$ cat src/rtl/sipo_pkg.sv
// Shared definitions for the serial-in/parallel-out deserialiser.
// Contents:
//   ORDER_LSB_FIRST / ORDER_MSB_FIRST : values for the LSB_FIRST parameter
//   out_state_t                       : output holding-register state (EMPTY / FULL)
package sipo_pkg;

  localparam bit ORDER_LSB_FIRST = 1'b1;
  localparam bit ORDER_MSB_FIRST = 1'b0;

  typedef enum logic {
    ST_EMPTY = 1'b0,
    ST_FULL  = 1'b1
  } out_state_t;

endpackage

$ cat src/rtl/sipo_deser_if.sv
// Serial input and valid/ready parallel output bundle for sipo_deser.
// Signals:
//   serial_in, in_valid : qualified serial bit stream into the deserialiser
//   out_data, out_valid : completed word from the holding register
//   out_ready           : consumer accepts the held word
// Modports:
//   master : bit source / word consumer side (bench or surrounding logic)
//   slave  : the deserialiser itself
interface sipo_deser_if #(
  parameter int WIDTH = 8
);

  logic             serial_in;
  logic             in_valid;
  logic             out_ready;
  logic             out_valid;
  logic [WIDTH-1:0] out_data;

  modport master (
    output serial_in,
    output in_valid,
    output out_ready,
    input  out_valid,
    input  out_data
  );

  modport slave (
    input  serial_in,
    input  in_valid,
    input  out_ready,
    output out_valid,
    output out_data
  );

endinterface

$ cat src/rtl/sipo_shift_core.sv
// Shift register, bit counter and direction mux of the deserialiser.
// Ports:
//   clk, reset  : clock, synchronous active-high reset
//   clear       : framing restart, drops the partial word (beats shifting)
//   serial_in   : serial bit, used only when in_valid=1
//   in_valid    : qualifies serial_in
//   word        : post-shift value of the register this cycle (valid when word_done=1)
//   bit_cnt     : bits collected in the current partial word
//   word_done   : combinational pulse, the final bit of a word is being sampled now
module sipo_shift_core #(
  parameter  int WIDTH     = 8,
  parameter  bit LSB_FIRST = 1'b1,
  localparam int CW        = $clog2(WIDTH)
) (
  input  logic             clk,
  input  logic             reset,
  input  logic             clear,
  input  logic             serial_in,
  input  logic             in_valid,
  output logic [WIDTH-1:0] word,
  output logic [CW-1:0]    bit_cnt,
  output logic             word_done
);

  localparam logic [CW-1:0] LAST_CNT = CW'(WIDTH - 1);

  logic [WIDTH-1:0] shift_reg, shift_next;
  logic [WIDTH-1:0] shifted;
  logic [CW-1:0]    cnt_reg, cnt_next;

  generate
    if (LSB_FIRST) begin : g_lsb_first
      // Bits enter at the top and walk down, so the first bit ends in bit 0.
      assign shifted = {serial_in, shift_reg[WIDTH-1:1]};
    end else begin : g_msb_first
      assign shifted = {shift_reg[WIDTH-2:0], serial_in};
    end
  endgenerate

  assign word_done = in_valid & ~clear & (cnt_reg == LAST_CNT);
  assign word      = shifted;
  assign bit_cnt   = cnt_reg;

  always_comb begin
    shift_next = shift_reg;
    cnt_next   = cnt_reg;
    if (clear) begin
      shift_next = '0;
      cnt_next   = '0;
    end else if (in_valid) begin
      shift_next = shifted;
      // Explicit wrap: WIDTH need not be a power of two.
      cnt_next   = word_done ? '0 : cnt_reg + CW'(1);
    end
  end

  always_ff @(posedge clk) begin
    if (reset) begin
      shift_reg <= '0;
      cnt_reg   <= '0;
    end else begin
      shift_reg <= shift_next;
      cnt_reg   <= cnt_next;
    end
  end

endmodule

$ cat src/rtl/sipo_deser.sv
// Parametrised serial-in/parallel-out deserialiser with a one-word holding register.
// Ports:
//   clk, reset : clock, synchronous active-high reset (clears all state)
//   clear      : framing restart; drops the partial word, holding register untouched
//   bus        : sipo_deser_if slave (serial_in/in_valid in, out_data/out_valid/out_ready)
//   bit_cnt    : bits collected in the current partial word
//   overrun    : sticky, a completed word was dropped because the holding register was full
module sipo_deser
  import sipo_pkg::*;
#(
  parameter  int WIDTH     = 8,
  parameter  bit LSB_FIRST = ORDER_LSB_FIRST,
  localparam int CW        = $clog2(WIDTH)
) (
  input  logic          clk,
  input  logic          reset,
  input  logic          clear,
  sipo_deser_if.slave   bus,
  output logic [CW-1:0] bit_cnt,
  output logic          overrun
);

  logic [WIDTH-1:0] word;
  logic             word_done;

  out_state_t       state_reg, state_next;
  logic [WIDTH-1:0] data_reg, data_next;
  logic             overrun_reg, overrun_next;

  sipo_shift_core #(
    .WIDTH     (WIDTH),
    .LSB_FIRST (LSB_FIRST)
  ) u_core (
    .clk       (clk),
    .reset     (reset),
    .clear     (clear),
    .serial_in (bus.serial_in),
    .in_valid  (bus.in_valid),
    .word      (word),
    .bit_cnt   (bit_cnt),
    .word_done (word_done)
  );

  always_comb begin
    state_next   = state_reg;
    data_next    = data_reg;
    overrun_next = overrun_reg;
    case (state_reg)
      ST_EMPTY: begin
        if (word_done) begin
          data_next  = word;
          state_next = ST_FULL;
        end
      end
      ST_FULL: begin
        if (word_done) begin
          // Accept and reload in the same cycle keeps the port busy with no bubble.
          if (bus.out_ready) data_next = word;
          else               overrun_next = 1'b1;
        end else if (bus.out_ready) begin
          state_next = ST_EMPTY;
        end
      end
      default: state_next = ST_EMPTY;
    endcase
  end

  always_ff @(posedge clk) begin
    if (reset) begin
      state_reg   <= ST_EMPTY;
      data_reg    <= '0;
      overrun_reg <= 1'b0;
    end else begin
      state_reg   <= state_next;
      data_reg    <= data_next;
      overrun_reg <= overrun_next;
    end
  end

  assign bus.out_valid = (state_reg == ST_FULL);
  assign bus.out_data  = data_reg;
  assign overrun       = overrun_reg;

endmodule

$ cat src/flat_wrapper.sv
// flat-port wrapper written by rule: the top's interface ports become plain ports
module sipo_deser_flat import sipo_pkg::*;
#(
  parameter  int WIDTH     = 8,
  parameter  bit LSB_FIRST = ORDER_LSB_FIRST,
  localparam int CW        = $clog2(WIDTH)
)
  (clk, reset, clear, bit_cnt, overrun, bus_serial_in, bus_in_valid, bus_out_ready, bus_out_valid, bus_out_data);
  sipo_deser_if #(.WIDTH(WIDTH)) bus_i ();
  input  logic clk;
  input  logic reset;
  input  logic clear;
  output logic [CW-1:0] bit_cnt;
  output logic overrun;
  input wire logic [$bits(bus_i.serial_in)-1:0] bus_serial_in;
  input wire logic [$bits(bus_i.in_valid)-1:0] bus_in_valid;
  input wire logic [$bits(bus_i.out_ready)-1:0] bus_out_ready;
  output wire logic [$bits(bus_i.out_valid)-1:0] bus_out_valid;
  output wire logic [$bits(bus_i.out_data)-1:0] bus_out_data;
  assign bus_i.serial_in = bus_serial_in;
  assign bus_i.in_valid = bus_in_valid;
  assign bus_i.out_ready = bus_out_ready;
  assign bus_out_valid = bus_i.out_valid;
  assign bus_out_data = bus_i.out_data;
  sipo_deser #(.WIDTH(WIDTH), .LSB_FIRST(LSB_FIRST)) u_core (.clk(clk), .reset(reset), .clear(clear), .bus(bus_i), .bit_cnt(bit_cnt), .overrun(overrun));
endmodule
$ cat config.mk
export PLATFORM = sky130hd
export DESIGN_NAME = sipo_deser_flat
export DESIGN_NICKNAME = d
export VERILOG_FILES = /design/src/rtl/sipo_pkg.sv /design/src/rtl/sipo_deser_if.sv /design/src/rtl/sipo_shift_core.sv /design/src/rtl/sipo_deser.sv /design/src/flat_wrapper.sv
export SDC_FILE = /design/constraint.sdc
export NUM_CORES = 1
export LEC_CHECK = 0
export ABC_AREA = 1
export CORE_MARGIN = 2
export CORE_UTILIZATION = 55
export CTS_BUF_LIST = sky130_fd_sc_hd__clkbuf_4 sky130_fd_sc_hd__clkbuf_8
export DETAILED_ROUTE_END_ITERATION = 12
export MAX_ROUTING_LAYER = met4
export PLACE_DENSITY = 0.85
export RECOVER_POWER = 50
export SETUP_SLACK_MARGIN = 0.4
export SLEW_MARGIN = 20
export SYNTH_ARGS = -nofsm -noshare
export SYNTH_HDL_FRONTEND = slang
export SYNTH_HIERARCHICAL = 1
export SYNTH_SLANG_ARGS = --single-unit
$ cat constraint.sdc
create_clock -name clk -period 3.2 [get_ports clk]
set_clock_uncertainty 0.15 [all_clocks]
set_input_delay 0.48 -clock clk [delete_from_list [all_inputs] [get_ports clk]]
set_output_delay 0.48 -clock clk [all_outputs]
set_load 0.01 [all_outputs]
Word-level counts from Yosys, hierarchy flattened --
Index checks and enable logic that the tools add are counted.
Storage, ports and cells: bits in writable memories 0, register bits 21, bits in latches 0, input bits 6, memories kept 0, ROM bits 0, word-level logic and storage cells 27
Cells by class: multiply operators 0, bitwise gates (word level) 5, shift-type cells 0, muxes and demuxes 9, order comparisons 0, div/mod/pow operators 0, reductions and logical operators 3, add/subtract/negate cells 1, eq/ne operators 4
Operator list (number):
- $mux W8 | 3
- $pmux W8 S2 | 1
- $ne A2 B2 Y1 const B | 3
- $reduce_and A3 Y1 | 2
- $add A3 B1 Y3 const B | 1
- $eq A3 B3 Y1 const B | 1
- $mux W1 | 3
- $mux W3 | 1
- $not A1 Y1 | 3
- $and A1 B1 Y1 | 2
- $pmux W1 S2 | 1
- $reduce_or A2 Y1 | 1

Logic depth before layout (Yosys ltp) --
depth after elaboration 5, depth in mapped cells 8, mapped depth without buffers 7

Cells and area by module --
Netlist, hierarchy kept.
Modules (own cells, without submodules):
- sipo_shift_core | cells an instance 57, sequential area each 200.2 um2, area each 454.2 um2, instances 1
- sipo_deser | cells an instance 61, sequential area each 200.2 um2, area each 450.4 um2, instances 1

Least setup slack after synthesis --
Ideal clock, no wire load.
path type reg-to-reg, start register u_core.u_core.cnt_reg[0] (netlist: u_core/u_core/bit_cnt[0]), end register u_core.overrun_reg (netlist: u_core/overrun), library setup time 0.070 ns, slack 1.665 ns, period minus slack after synthesis 1.535 ns, required time 2.980 ns, arrival 1.316 ns, cell stages (with the launch flop) 9, path through dfxtp_1 > ha_1 > ha_1 > nand2_1 > nor2_2 > buf_6 > buf_6 > nand3_1 > a21oi_1
On the way: longest elaborated chain between the ends 3
Ends and longest elaborated chain:
- start: declaration | line sipo_shift_core.sv:29 | logic [CW-1:0] cnt_reg, cnt_next;
- start signal: assignment | line sipo_shift_core.sv:63 | cnt_reg <= cnt_next;
- $eq A3 B3 Y1 | line sipo_shift_core.sv:40 | assign word_done = in_valid & ~clear & (cnt_reg == LAST_CNT);
- $and A1 B1 Y1 | line sipo_shift_core.sv:40
- via u_core.word_done | line sipo_deser.sv:24 | logic word_done;
- $reduce_and A3 Y1 (no source line)
- end signal: assignment | line sipo_deser.sv:76 | overrun_reg <= overrun_next;
- end: declaration | line sipo_deser.sv:28 | logic overrun_reg, overrun_next;
The timed path passes the listed nets, and every way through them passes these cells. A chain may end at the register's enable or synchronous reset.

Worst setup path in the final report --
start input port bus_in_valid, end register u_core.data_reg[5] (netlist: u_core/bus.out_data[5])
On the way: longest elaborated chain between the ends 4, elaborated cells on any way between the ends 5
Ends and longest elaborated chain:
- start: declaration | line flat_wrapper.sv:16 | input wire logic [$bits(bus_i.in_valid)-1:0] bus_in_valid;
- $and A1 B1 Y1 (*) (2 in series) | line sipo_shift_core.sv:40
- via u_core.word_done | line sipo_deser.sv:24
- $ne A2 B2 Y1 (no source line)
- $reduce_and A3 Y1 (no source line) (*)
- end signal: assignment | line sipo_deser.sv:75 | data_reg <= data_next;
- end: declaration | line sipo_deser.sv:27 | logic [WIDTH-1:0] data_reg, data_next;
The timed path passes the listed nets; every way through them passes the cells marked *.

==> impl_metrics.yaml <==
setup_path:
  crit_type: "input port to flop"
  required_ps: 3240
  crit_family: "simple AND/OR/NAND/NOR gates"
  cp_slowest_cell: "dlygate4sd3_1"
  r2r-end: "u_core/bus.out_data[5]"
  path_depth: 6
  crit_buf_inv: 1
  worstSetupStartpointType: "input port"
  critPathMaxFanout: 21
  endpoint_kind: "flop"
  arrival_ps: 2310
  worstRegToRegCells: 7
  max_stage_delay_ps: 770
  crit_end: "u_core/bus.out_data[5]"
  r2r-start: "u_core/u_core/bit_cnt[0]"
  crit_chain: "dlygate4sd3_1 -> nand2_1 -> nor2_2 -> nand3_1 -> nand2_1 -> nor2_1"
  rrSetupSlack_ps: 1220
  setup.worst_path.start: "bus_in_valid"
  crit_top_cell: "nand2_1"
power_and_ir_drop:
  power.leakage_nw: 0.446
  powerDensity_nw_per_um2: 402
  ir_worst_vdd_mv: 0.277
  finalPower_uw: 432
synth:
  synth_flop_cell: "dfxtp_1"
  synth_edf_count: 0
  synthSimpleGateAreaFrac_pct: 27.0
  syn-num-nets: 126
  synth_top_area_share_pct: 44.3
  yosysSeqAreaShare_pct: 44.3
  synthTopCellsByCount: "29 x nand2_1, 20 x dfxtp_1, 17 x inv_1"
  yosys.area_share.xor_xnor_pct: 0
  synth.avg_cell_area_sq_um: 7.67
  synthAdderAreaFrac_pct: 2.77
  synth_top_cell_by_area: "dfxtp_1"
  synth.most_common_cell: "nand2_1"
  syn_inst: 118
  synth_compound_area_share_pct: 12.3
  muxShareOfSynthArea_pct: 0
  yosys_warnings: 6
  ys_ff_latch: 20
  synth_area_sq_um: 905
  ys_types: 15
  async_flop_share_pct: 0
  synth_top_family_by_area: "simple AND/OR/NAND/NOR gates"
  yosys-top-cells-area: "dfxtp_1 44%, nand2_1 12%, inv_1 7.1%, a21oi_2 6.8%, nand3_1 6.1%"
outcome:
  status: "completed"
global_route:
  grt_pass1_wl_mm: 2.67
  grt_overflow: 0
  grt_pass1_vias: 629
  grt_max_degree: 22
  antenna_found_initial: 0
  track_usage_pct: 18.8
route:
  drt_iter0_drc: 13
  route.detailed.drc: 0
  routed_wl_mm: 1.61
  vias_per_cell: 4.89
  vias: 738
  dr.pass1.iters: 4
  routedWlPerCell_um: 10.7
  antenna_left: 0
sta:
  slew_viol_final: 0
  fmax_mhz: 441
  fin_crit_ps: 2270
  setup_tns_ps: 0
  finalSetupViolations: 0
  tightest_slew_ps: 779
  rsz0062_at_grt: "no"
  fin_crit_sh_pct: 70.8
  slew_headroom_pct: 48.0
  hold_viol_final: 0
final_layout:
  num_antenna_cells: 0
  area_growth_pct: 18.7
  drive_gt1_share_pct: 8.89
  final_nets: 144
  nFillCells: 139
  largest_register_ffs: 8
placement:
  port_buffers: 18
  dp_hpwl_mm: 1.13
  place_congestion: 0.793
clocking:
  post_cts.repair.setup_buffers: 0
  cts-root-buf: "clkbuf_4"
  numClockSinks: 20
  clkTransAtPathRegs_ps: 120
  clk_latency_ps: 300
  cts_hold_buf: 0
  cts_tree: "built"
  cts_buffers: 3
  h-tree-depth: 1
  cts_resized: 0
  cts_max_path_buffers: 2
run:
  cap_violations: 0
floorplan:
  fp.dieArea_sq_um: 1990
  die_y_um: 44.6
  core_area_sq_um: 1520
  start_util_pct: 59.4
  die_w_um: 44.6
  core.rowCount: 14
  io_pins: 19
worst_hold_path:
  min_path_type: "flop to flop"
==> worst min path at each step <==
stage | start | to | slack, ps | depth (start not counted)
2_1_floorplan | u_core/u_core/shift_reg[1] | u_core/u_core/shift_reg[1] | 300 | 2
3_3_place_gp | u_core/overrun | u_core/overrun | 290 | 2
3_5_place_dp | u_core/overrun | u_core/overrun | 300 | 2
4_1_cts | u_core/overrun | u_core/overrun | 320 | 2
5_1_grt | u_core/u_core/shift_reg[1] | u_core/u_core/shift_reg[1] | 340 | 2
6_report | u_core/overrun | u_core/overrun | 310 | 2
==> worst register-to-register path: cells and delay by family (launching register included) <==
| kind | cells | cell delay, ps |
|---|---|---|
| fa+ha+maj | 2 | 330 |
| flops | 1 | 400 |
| simple gates | 5 | 1000 |
==> per-stage QoR <==
stage	std cells	area, sq um	setup WS [ps]	hold slack (ps)	util [%]
2_1_floorplan	118	905	1660	298	-
3_3_place_gp	147	1050	793	287	69.0
3_5_place_dp	147	1050	749	302	69.0
4_1_cts	151	1090	1030	320	71.4
5_1_grt	151	1070	792	339	70.4
6_report	151	1070	934	312	70.4
==> layout by cell type, fill, tap and decap left out <==
cell             count
nand2_1             29
dfxtp_1             20
inv_1               18
a21oi_1             14
nor2_1              11
nand3_1             11
dlygate4sd3_1       10
clkdlybuf4s50_1      8
clkbuf_4             3
a21oi_2              3
ha_1                 2
clkbuf_8             1
nand2_4              1
nand3_2              1
nor2_2               1
nor2_4               1
inv_2                1
==> metal layers <==
metal	GRT usage [%]	wire length [um]	vias up	share of wire [%]
li1	-	-	396	-
met1	24.8	787	322	49
met2	28.1	747	18	46
met3	4.08	65	2	4.0
met4	7.27	13	0	0.81
met5	-	0	-	0
==> report_power, final <==
| part | total (mW) | internal (mW) | switching (mW) |
|---|---|---|---|
| clock | 0.149 | 0.0693 | 0.0800 |
| sequential | 0.253 | 0.251 | 0.00173 |
| combinational | 0.0300 | 0.0131 | 0.0170 |
| total | 0.432 | 0.333 | 0.0986 |
==> final cells by class <==
| class | instances | area [sq um] | share of cell area, % |
|---|---|---|---|
| Timing Repair Buffer | 18 | 180 | 16.8 |
| Inverter | 19 | 71.3 | 6.64 |
| Clock buffer | 4 | 36.3 | 3.38 |
| Multi-Input combinational cell | 74 | 365 | 34.0 |
| Tap cell | 16 | 20.0 | 1.86 |
| Sequential cell | 20 | 400 | 37.3 |
==> cells by family (layout without fill, tap and decap cells) <==
kind of cell    Yosys count  count (layout)
fa+ha+maj                 2               2
simple gates             55              55
compound gates           17              17
flops                    20              20
buf+inv                  24              41
(Power assumes the default switching activity.)
